===== config.mk =====
export PLATFORM = sky130hd
export DESIGN_NAME = ysyx_24100006_scoreboard
export DESIGN_NICKNAME = d
export VERILOG_FILES = /design/src/rtl/ysyx_24100006_scoreboard_pkg.sv /design/src/rtl/ysyx_24100006_sb_cnt.sv /design/src/rtl/ysyx_24100006_scoreboard.sv
export SDC_FILE = /design/constraint.sdc
export NUM_CORES = 1
export LEC_CHECK = 0
export CAP_MARGIN = 10
export CORE_ASPECT_RATIO = 0.6
export CORE_MARGIN = 2
export CORE_UTILIZATION = 49
export CTS_CLUSTER_DIAMETER = 100
export DETAILED_ROUTE_END_ITERATION = 12
export PLACE_DENSITY = 0.73
export SETUP_SLACK_MARGIN = 0.2
export SLEW_MARGIN = 10
export SYNTH_ARGS = -nofsm -noshare
export SYNTH_HDL_FRONTEND = slang
export SYNTH_SLANG_ARGS = --single-unit

===== constraint.sdc =====
create_clock -name clk -period 3.72 [get_ports clk]
set_input_delay 0.372 -clock clk [delete_from_list [all_inputs] [get_ports clk]]
set_output_delay 0.372 -clock clk [all_outputs]
set_load 0.005 [all_outputs]

===== src/rtl/ysyx_24100006_scoreboard_pkg.sv =====
// Shared scoreboard types and defaults: register index type, tracked-GPR count, counter width, x0 index.
// Latency: n/a (types and constants only).
// Backpressure: n/a.
package ysyx_24100006_scoreboard_pkg;

    localparam int SB_NR_REG = 16;
    localparam int SB_REG_AW = 4;
    localparam int SB_CNT_W  = 2;

    typedef logic [SB_REG_AW-1:0] reg_idx_t;

    // x0 is hardwired zero: never tracked, never stalled on
    localparam reg_idx_t X0_IDX = '0;

endpackage


===== src/rtl/ysyx_24100006_sb_cnt.sv =====
// Pending-write counter for one GPR: saturating up/down with synchronous clear.
// Latency: new value visible one cycle after inc/dec/clr.
// Backpressure: none; saturates at all-ones and at zero, inc+dec together hold.
module ysyx_24100006_sb_cnt
    import ysyx_24100006_scoreboard_pkg::*;
#(
    parameter int CNT_W = SB_CNT_W
) (
    input  logic             clk,
    input  logic             rst_n,
    input  logic             clr,
    input  logic             inc,
    input  logic             dec,
    output logic [CNT_W-1:0] cnt
);

    localparam logic [CNT_W-1:0] CNT_MAX = '1;

    // clear wins; simultaneous inc and dec cancel; both ends saturate
    always_ff @(posedge clk or negedge rst_n) begin
        if (!rst_n) begin
            cnt <= '0;
        end else if (clr) begin
            cnt <= '0;
        end else if (inc && !dec && (cnt != CNT_MAX)) begin
            cnt <= cnt + CNT_W'(1);
        end else if (dec && !inc && (cnt != '0)) begin
            cnt <= cnt - CNT_W'(1);
        end
    end

endmodule


===== src/rtl/ysyx_24100006_scoreboard.sv =====
// GPR write scoreboard: tracks in-flight writes per register, stalls ID on RAW hazard or counter saturation.
// Latency: stall/fwd/busy combinational on current counters; counters and inflight update next edge.
// Backpressure: stall_id holds ID; optional WB bypass via YSYX_24100006_SB_BYPASS_EN.
module ysyx_24100006_scoreboard
    import ysyx_24100006_scoreboard_pkg::*;
#(
    parameter int NR_REG = SB_NR_REG,
    parameter int REG_AW = SB_REG_AW,
    parameter int CNT_W  = SB_CNT_W
) (
    input  logic                    clk,
    input  logic                    rst_n,
    input  logic                    flush,
    input  logic [REG_AW-1:0]       id_rs1,
    input  logic [REG_AW-1:0]       id_rs2,
    input  logic                    id_rs1_ren,
    input  logic                    id_rs2_ren,
    input  logic [REG_AW-1:0]       id_rd,
    input  logic                    id_wen,
    input  logic                    id_fire,
    input  logic                    wb_fire,
    input  logic [REG_AW-1:0]       wb_rd,
    input  logic                    wb_wen,
    output logic                    stall_id,
    output logic                    fwd_rs1_wb,
    output logic                    fwd_rs2_wb,
    output logic [NR_REG-1:0]       busy_vec,
    output logic [REG_AW+CNT_W-1:0] inflight
);

    localparam int                IW      = REG_AW + CNT_W;
    localparam logic [REG_AW-1:0] X0      = REG_AW'(X0_IDX);
    localparam logic [CNT_W-1:0]  CNT_MAX = '1;
    localparam logic [CNT_W-1:0]  CNT_ONE = CNT_W'(1);

    logic [CNT_W-1:0] cnt [NR_REG];
    logic issue, retire, same_reg;
    logic inc_eff, dec_eff;
    logic raw1_base, raw2_base, sat;
    logic byp1, byp2;

    assign issue    = id_fire && id_wen && (id_rd != X0);
    assign retire   = wb_fire && wb_wen && (wb_rd != X0);
    assign same_reg = issue && retire && (id_rd == wb_rd);

    assign cnt[0] = '0;

    for (genvar i = 1; i < NR_REG; i++) begin : g_cnt
        ysyx_24100006_sb_cnt #(.CNT_W(CNT_W)) u_cnt (
            .clk   (clk),
            .rst_n (rst_n),
            .clr   (flush),
            .inc   (issue  && (id_rd == REG_AW'(i))),
            .dec   (retire && (wb_rd == REG_AW'(i))),
            .cnt   (cnt[i])
        );
    end

    // inflight moves only when the addressed counter actually moves, so it stays equal to the sum
    assign inc_eff = issue  && !same_reg && (cnt[id_rd] != CNT_MAX);
    assign dec_eff = retire && !same_reg && (cnt[wb_rd] != '0);

    // running total of pending writes, cleared with the counters
    always_ff @(posedge clk or negedge rst_n) begin
        if (!rst_n) begin
            inflight <= '0;
        end else if (flush) begin
            inflight <= '0;
        end else if (inc_eff && !dec_eff) begin
            inflight <= inflight + IW'(1);
        end else if (dec_eff && !inc_eff) begin
            inflight <= inflight - IW'(1);
        end
    end

    // one busy bit per register, straight off the counters
    always_comb begin
        busy_vec = '0;
        for (int i = 0; i < NR_REG; i++) begin
            busy_vec[i] = (cnt[i] != '0);
        end
    end

    assign raw1_base = id_rs1_ren && (id_rs1 != X0) && (cnt[id_rs1] != '0);
    assign raw2_base = id_rs2_ren && (id_rs2 != X0) && (cnt[id_rs2] != '0);
    // a full counter blocks a new writer even if WB drains it this cycle
    assign sat       = id_wen && (id_rd != X0) && (cnt[id_rd] == CNT_MAX);

`ifdef YSYX_24100006_SB_BYPASS_EN
    // last outstanding write retiring now: the source can take the WB port value
    assign byp1 = retire && (wb_rd == id_rs1) && (cnt[id_rs1] == CNT_ONE);
    assign byp2 = retire && (wb_rd == id_rs2) && (cnt[id_rs2] == CNT_ONE);
`else
    assign byp1 = 1'b0;
    assign byp2 = 1'b0;
`endif

    assign fwd_rs1_wb = byp1;
    assign fwd_rs2_wb = byp2;
    assign stall_id   = (raw1_base && !byp1) || (raw2_base && !byp2) || sat;

`ifndef SYNTHESIS
    // retiring a register with nothing pending points at a pipeline bookkeeping bug
    retire_underflow_chk: assert property (@(posedge clk) disable iff (!rst_n)
        !(retire && !same_reg && !flush && (cnt[wb_rd] == '0)))
        else $error("scoreboard: retire of register with no pending write");
`endif

endmodule


==> results by group, run 1 <==
Worst setup path
  • R2R setup slack: 0.44 ns
  • Worst path max stage delay: 0.56 ns
  • Reg2reg path depth: 13
  • Reg2reg end: inflight[5]
  • Critical path's most frequent cell: a21o_1
  • Crit path DAT: between 3 and 4 ns
  • Buf+Inv Stages, Crit Path: 3
  • CP Capture Type: register
  • CP delay by family, top: compound AO/OA/AOI/OAI gates
  • Required @ worst endpoint: 3.90 ns
  • Crit start category: primary input
  • Critical setup path kind: primary input to register
  • Cell Chain, Critical Path: clkdlybuf4s50_1 > buf_4 > a21oi_1 > o311ai_1 > or4_4 > and2_4 > inv_2 > ha_1 > a21o_1 > a21o_1 > a21o_1 > a21oi_2 > mux2i_1 > mux2_1
  • Max Fanout on Critical Path: 6
  • Critical path's slowest cell: or4_4
  • Worst r2r src: g_cnt[15].u_cnt.cnt[1]

Timing
  • Final setup violation count: 0
  • Setup_tns: 0 ns
  • Final hold violations: 0
  • Clk_skew: between 0.003 and 0.004 ns
  • RSZ-0062 raised after global routing: no
  • Slew headroom: 0.432
  • FMAX: 296 MHz
  • Fin crit share: 0.908
  • Crit path time final: ~3.4 ns
  • Slew @ Worst Pin: 0.851 ns
  • Slew Limit Fails: 0

Die
  • Die X: roughly 110 um
  • Starting Density: 0.499
  • Num rows: 23
  • Core area: about 0.0066 mm2
  • Chip height: slightly below 70 um
  • IO Pins: 50
  • Die ar.: about 0.0074 mm2

Drt
  • DRC violations left: 0
  • Final WL: roughly 10000 um
  • Vias/cell: 5.79
  • Final ANT Viol Nets: 0
  • Drt first-iter violations: between 300 and 400
  • Routed WL per cell: around 17 um
  • First-pass DRT Iterations: 6
  • Vias: about 3400

Yosys
  • Mapped Area: 0.00329 mm2
  • Post-synth EDFFs: 0
  • Prevailing post-synth register cell: dfrtp_1
  • Mux share of post-synthesis cell area: 0.130
  • Async S/R FF share, synth: 1.00
  • Synth Area in XOR/XNOR: 0.0297
  • Synthesis Warnings: 0
  • Synth top area share: 0.274
  • Leading area contributor after synthesis: dfrtp_1
  • Area fraction in compound gates after synthesis: 0.212
  • Post-Synth Adder-Cell Area: 0.0213
  • Synthesized flop and latch total: 36
  • Syn_area_per_cell: 7.72 um2
  • Post-Syn Instances: 426
  • Post-synth top cells: nor2_1 (65), a21oi_1 (61), nand2_1 (56), dfrtp_1 (36), inv_1 (25)
  • Top post-synthesis cells by area: dfrtp_1 (27%), a21oi_1 (9.3%), nor2_1 (7.4%), nand2_1 (6.4%), mux4_2 (6.2%)
  • Seq/Total Area, Yosys: 0.274
  • Top-count cell post-synth: nor2_1
  • Post-Synth Simple-Gate Area: 0.270
  • Largest family of logic cells by synthesized area: simple AND/OR/NAND/NOR gates
  • Post-synth cell types: 58

Hold path
  • Hold Path Class: primary input to asynchronous set/reset pin

Power and ir drop
  • Max VDD drop: 0.135 mV
  • Leak pwr: 1.89 nW
  • Power per standard cell area: approximately 250 mW/mm2

CTS
  • CTS tree: done
  • Reg clk slew, reported paths: 0.08 ns
  • CTS HTree Levels: 2
  • Clock buffer depth: 2
  • Total CTS buffers: 5
  • Number of clock sinks: 36
  • Hold-fix buffers at CTS: 0
  • Root Buffer: clkbuf_8
  • Clk_lat worst skew: 0.29 ns

GRT
  • GR Util met1: 0.434
  • Gr busiest metal: met2
  • Total GRT Usage: 0.288
  • Initial antenna violation count: 0
  • Met3 Use GR: 0.0579
  • GRT overflow: 0
  • First-pass GRT wire length: 16000 um
  • Number of global-route vias before repair: about 3200
  • M2 GR Usage: 0.436
  • Pin count of the biggest net entering global routing: 37

Placed design
  • GPL Wtd Cong: 0.973
  • HPWL after detailed placement: 7890 um
  • Port buffer count: 46
  • Dpl cell area: 0.00401 mm2

Status
  • Outcome: completed

Final layout
  • Fillers: 583
  • N_diodes: 0
  • Share of cells above drive strength 1: 0.155
  • Layout area overhead: 27.0%
  • Final instance area: approximately 0.0042 mm2
  • Final layout net count: 531

Job
  • Max-cap violations: 0
-- layout make-up --
cell class,count,area (um2),area share
sequential,36,901,0.216
inverter,25,93.8,0.0224
timing repair buffer,86,786,0.188
clock inverter,2,10.0,0.00239
clock buffer,6,82.6,0.0198
multi-input combinational,347,2200,0.526
tap,87,109,0.0260
-- placed cells by master (no fill, tap or decap), types with 11 or more instances in the layout --
cell type,n
nand2_1,56
nor3_1,12
mux4_2,11
inv_1,24
clkdlybuf4s50_1,42
buf_4,35
mux2i_1,11
dfrtp_1,36
a21o_1,11
o21ai_0,20
a21oi_1,60
nor2b_1,13
nor2_1,65
-- through the flow --
step | power (mW) | worst slack [ns] | hold WS [ns] | util | cells
after floorplan | 0.586 | 0.221 | 0.0764 | - | 428
after CTS | 1.03 | 0.264 | 0.221 | 0.629 | 585
after detailed placement | 0.720 | -0.294 | 0.530 | 0.608 | 573
after global placement | 0.715 | -0.271 | 0.519 | 0.608 | 573
after global routing | 1.08 | 0.240 | 0.256 | 0.634 | 589
final | 1.03 | 0.342 | 0.173 | 0.634 | 589
-- registers in the layout (all words and copies together) (netlist names) --
register,flops
g_cnt.u_cnt.cnt,30
inflight,6
-- worst max-delay path by stage --
stage	cells past startpoint	startpoint	end	slack (ns)
6_report	14	wb_rd[0]	inflight[5]	0.34
5_1_grt	14	wb_rd[0]	inflight[5]	0.24
3_5_place_dp	15	id_rd[0]	inflight[5]	-0.29
2_1_floorplan	14	id_rd[2]	inflight[5]	0.22
4_1_cts	15	wb_rd[1]	inflight[5]	0.26
3_3_place_gp	15	id_rd[0]	inflight[5]	-0.27
-- metal layers --
layer,vias up,share of wire
met3,8,0.10
met5,-,0
met1,1599,0.47
met4,0,0.0054
met2,165,0.42
li1,1638,-
-- logic make-up (layout without fill, tap and decap cells) --
logic type | count (synthesis) | in the layout
other | 1 | 3
AND/OR/NAND/NOR | 188 | 188
flip-flops | 36 | 36
AO/OA/AOI/OAI | 117 | 117
adder cells (fa/ha/maj) | 5 | 5
buffers and inverters | 45 | 119
XOR/XNOR | 9 | 9
multiplexers | 25 | 25
-- power breakdown --
group,internal [mW],total [mW],switching [mW]
clock,0.148,0.300,0.151
sequential,0.404,0.420,0.0157
combinational,0.162,0.308,0.146
-- timing repair --
item / 4_1_cts / 5_1_grt
endpoints found under the setup margin: 1 / 1
pin swaps: 7 / 0
gates cloned: 0 / 1
resized for setup: 9 / 3
buffers inserted: 4 / 3
Note: power is estimated with default switching activity, not from simulation.
==> run 2: changes to the inputs <==
--- a/config.mk
+++ b/config.mk
@@ -5,6 +5,7 @@
 export SDC_FILE = /design/constraint.sdc
 export NUM_CORES = 1
 export LEC_CHECK = 0
+export ABC_AREA = 1
 export CAP_MARGIN = 10
 export CORE_ASPECT_RATIO = 0.6
 export CORE_MARGIN = 2
==> results by group, run 2 <==
Status
  • Outcome: completed

Worst setup path
  • Reg2reg path depth: 20 (+7)
  • Critical path's most frequent cell: nand2_1
  • Crit path DAT: 3.34 ns (-0.21 ns)
  • Buf+Inv Stages, Crit Path: 3 (unchanged)
  • CP delay by family, top: simple AND/OR/NAND/NOR gates
  • Worst path max stage delay: 0.54 ns (-0.02 ns)
  • R2R setup slack: 0.91 ns (+0.47 ns)
  • Max Fanout on Critical Path: 7 (+1)
  • Critical setup path kind: primary input to register
  • CP Capture Type: register
  • Crit start category: primary input
  • Critical path's slowest cell: clkdlybuf4s50_1
  • Required @ worst endpoint: 3.90 ns (about the same)
  • Critical Path Stages: 22 (+8)
  • Cell Chain, Critical Path: clkdlybuf4s50_1 > buf_4 > nor2_1 > nand2_1 > nand3_1 > nor2_1 > nand3_2 > nand2_1 > nor2_1 > nand2_4 > ha_1 > a21oi_1 > nand2_1 > a21o_1 > a21oi_1 > nand2_1 > nand2_1 > inv_1 > nand2_1 > nand2_1 > nand2_1 > nand2_1

Die
  • Die ar.: 0.00820 mm2 (+11%)
  • IO Pins: 50 (unchanged)
  • Die X: 116 um (+5.3%)
  • Core area: 0.00724 mm2 (+9.8%)
  • Starting Density: 0.506 (+0.00654)
  • Chip height: 71.0 um (+5.2%)
  • Num rows: 24 (+4.3%)

Final layout
  • Top Registers: g_cnt.u_cnt.cnt (30), inflight (6)
  • Most frequent cells in the layout: nand2_1 (255), inv_1 (72), nor2_1 (65)
  • N_diodes: 0 (unchanged)
  • Commonest non-fill, non-tap cell in the layout: nand2_1
  • Max FFs per register: 30 (unchanged)
  • Layout area overhead: 20.3%
  • Share of cells above drive strength 1: 0.0567 (-0.0987)
  • Most flops, register: g_cnt.u_cnt.cnt
  • Layout Cells excl Fill: 810 (+38%)
  • Final layout net count: 735 (+38%)

Placed design
  • GPL Wtd Cong: 1.02 (+4.8%)
  • HPWL after detailed placement: 9750 um (+24%)
  • Inst Count DP: 802 (+40%)
  • Pre-CTS setup slack: 0.191 ns (+0.485 ns)
  • Port buffer count: 46 (unchanged)

Timing
  • RSZ-0062 raised after global routing: no
  • Crit path time final: 3.16 ns (-0.218 ns)
  • FMAX: 316 MHz (+6.9%)
  • Slew @ Worst Pin: 0.990 ns (+0.138 ns)
  • Final setup violation count: 0 (unchanged)
  • Final hold violations: 0 (unchanged)
  • Setup_tns: 0 ns (unchanged)
  • Slew Limit Fails: 0 (unchanged)
  • Clk_skew: 0.00224 ns (-0.00165 ns)
  • PnR worst setup slack: 0.560 ns (+0.218 ns)
  • Slew headroom: 0.334 (-0.0983)
  • Fin crit share: 0.850 (-0.0586)

Yosys
  • Post-synth top cells: nand2_1 (255), inv_1 (72), nor2_1 (65), nand3_1 (63), o21ai_0 (50)
  • Synthesis Warnings: 0 (unchanged)
  • Mux share of post-synthesis cell area: 0 (-0.130)
  • Area fraction in compound gates after synthesis: 0.167 (-0.0450)
  • Post-synth EDFFs: 0 (unchanged)
  • Largest family of logic cells by synthesized area: simple AND/OR/NAND/NOR gates
  • Synth Area in XOR/XNOR: 0.00957 (-0.0201)
  • Seq/Total Area, Yosys: 0.246 (-0.0277)
  • Post-synth cell types: 35 (-40%)
  • Syn_area_per_cell: 5.61 um2 (-27%)
  • Top post-synthesis cells by area: nand2_1 (26%), dfrtp_1 (25%), nand3_1 (8.6%), inv_1 (7.4%), o21ai_0 (6.8%)
  • Leading area contributor after synthesis: nand2_1
  • Prevailing post-synth register cell: dfrtp_1
  • Post-Syn Instances: 653 (+53%)
  • Synthesized flop and latch total: 36 (unchanged)
  • Async S/R FF share, synth: 1.00 (unchanged)
  • Post-Synth Adder-Cell Area: 0.0191 (-0.00215)
  • Mapped Area: 0.00366 mm2 (+11%)
  • Top-count cell post-synth: nand2_1
  • Synth top area share: 0.261 (-0.0123)
  • Post-Synth Simple-Gate Area: 0.450 (+0.181)

Job
  • Max-cap violations: 0 (unchanged)

CTS
  • Clock buffer depth: 2 (unchanged)
  • CTS tree: done
  • Reg clk slew, reported paths: 0.06 ns (-0.02 ns)
  • CTS HTree Levels: 2 (unchanged)
  • Root Buffer: clkbuf_16
  • Total CTS buffers: 5 (unchanged)
  • Number of clock sinks: 36 (unchanged)
  • Clk_lat worst skew: 0.29 ns (about the same)

Drt
  • Vias/cell: 5.49 (-5.2%)
  • Final ANT Viol Nets: 0 (unchanged)
  • Final WL: 12200 um (+19%)
  • Drt first-iter violations: 404 (+18%)
  • Vias: 4444 (+30%)
  • DRC violations left: 0 (unchanged)
  • Routed WL per cell: 15.1 um (-14%)
  • First-pass DRT Iterations: 6 (unchanged)

GRT
  • Number of global-route vias before repair: 4042 (+26%)
  • GRT overflow: 0 (unchanged)
  • Pin count of the biggest net entering global routing: 37 (unchanged)
  • First-pass GRT wire length: 20000 um (+25%)
  • Initial antenna violation count: 0 (unchanged)
  • Total GRT Usage: 0.315 (+0.0266)

Power and ir drop
  • Leak pwr: 2.21 nW (+17%)
  • Power per standard cell area: 392 mW/mm2 (+59%)
  • Max VDD drop: 0.208 mV (+54%)

Hold path
  • Hold Path Class: primary input to asynchronous set/reset pin
[run 2: cell count changes in the layout (fill, tap and decap cells not counted), moves of 8 or more]
| cell | delta |
|---|---|
| nand3_1 | +59 |
| nand2_1 | +199 |
| a21oi_1 | -30 |
| mux4_2 | -11 |
| a21o_1 | -10 |
| inv_1 | +48 |
| o21ai_0 | +30 |
| buf_4 | -22 |
| nor2b_1 | -13 |
| mux2i_1 | -11 |
| o22ai_1 | +8 |
| o21ai_1 | +8 |
[run 2: kinds of logic (layout without fill, tap and decap cells)]
kind of cell / count (synthesis) / in the layout
and+or+nand+nor: 403 / 403
AOI/OAI and AO/OA: 110 / 110
buffers and inverters: 94 / 145
DFF: 36 / 36
adders and majority gates: 5 / 5
xor gates and xnor gates: 4 / 4
other: 1 / 3
[run 2: timing repair]
action | CTS | global route
setup buffers | 0 | 0
setup endpoints to repair | 0 | 1
hold buffers | 0 | 0
gates resized for setup | 0 | 2
[run 2: path summary, 6_finish.rpt]
kind,from,to
setup / recovery,wb_rd[1],inflight[5]
hold / removal,rst_n,g_cnt[11].u_cnt.cnt[0]
setup reg to reg,g_cnt[6].u_cnt.cnt[0],inflight[5]
hold reg to reg,g_cnt[15].u_cnt.cnt[0],g_cnt[15].u_cnt.cnt[0]
max in group asynchronous,rst_n,g_cnt[4].u_cnt.cnt[1]
min in group clk,g_cnt[15].u_cnt.cnt[0],g_cnt[15].u_cnt.cnt[0]
[run 2: routing by layer]
layer  vias to the layer above  GRT usage  part of all wire
li1                       2198          -                 -
met1                      2021      0.482              0.48
met2                       211      0.446              0.40
met3                        14     0.0771              0.12
met4                         0     0.0643            0.0099
met5                         -          0                 0
[run 2: power by group]
part,internal [mW],switching (mW),total [mW]
Sequential,0.458,0.0967,0.555
Combinational,0.314,0.430,0.744
Clock,0.247,0.179,0.426
[run 2: final cells by class]
cell class / instances / area (um2)
well taps: 104 / 130
clock buffers: 5 / 125
clock inverters: 3 / 18.8
multi-input cells: 525 / 2380
repair buffers: 59 / 558
fillers: 719 / 2830
inverters: 78 / 293
flip-flops and latches: 36 / 901
[run 2: per-stage QoR]
stage	util	hold WS, ns	total power, mW	cell area (um2)
after detailed placement	0.588	0.536	1.29	4250
after CTS	0.608	0.232	1.72	4400
after global routing	0.608	0.266	1.87	4400
after floorplan	-	0.0764	0.983	3670
final	0.608	0.205	1.73	4400
after global placement	0.588	0.535	1.27	4250
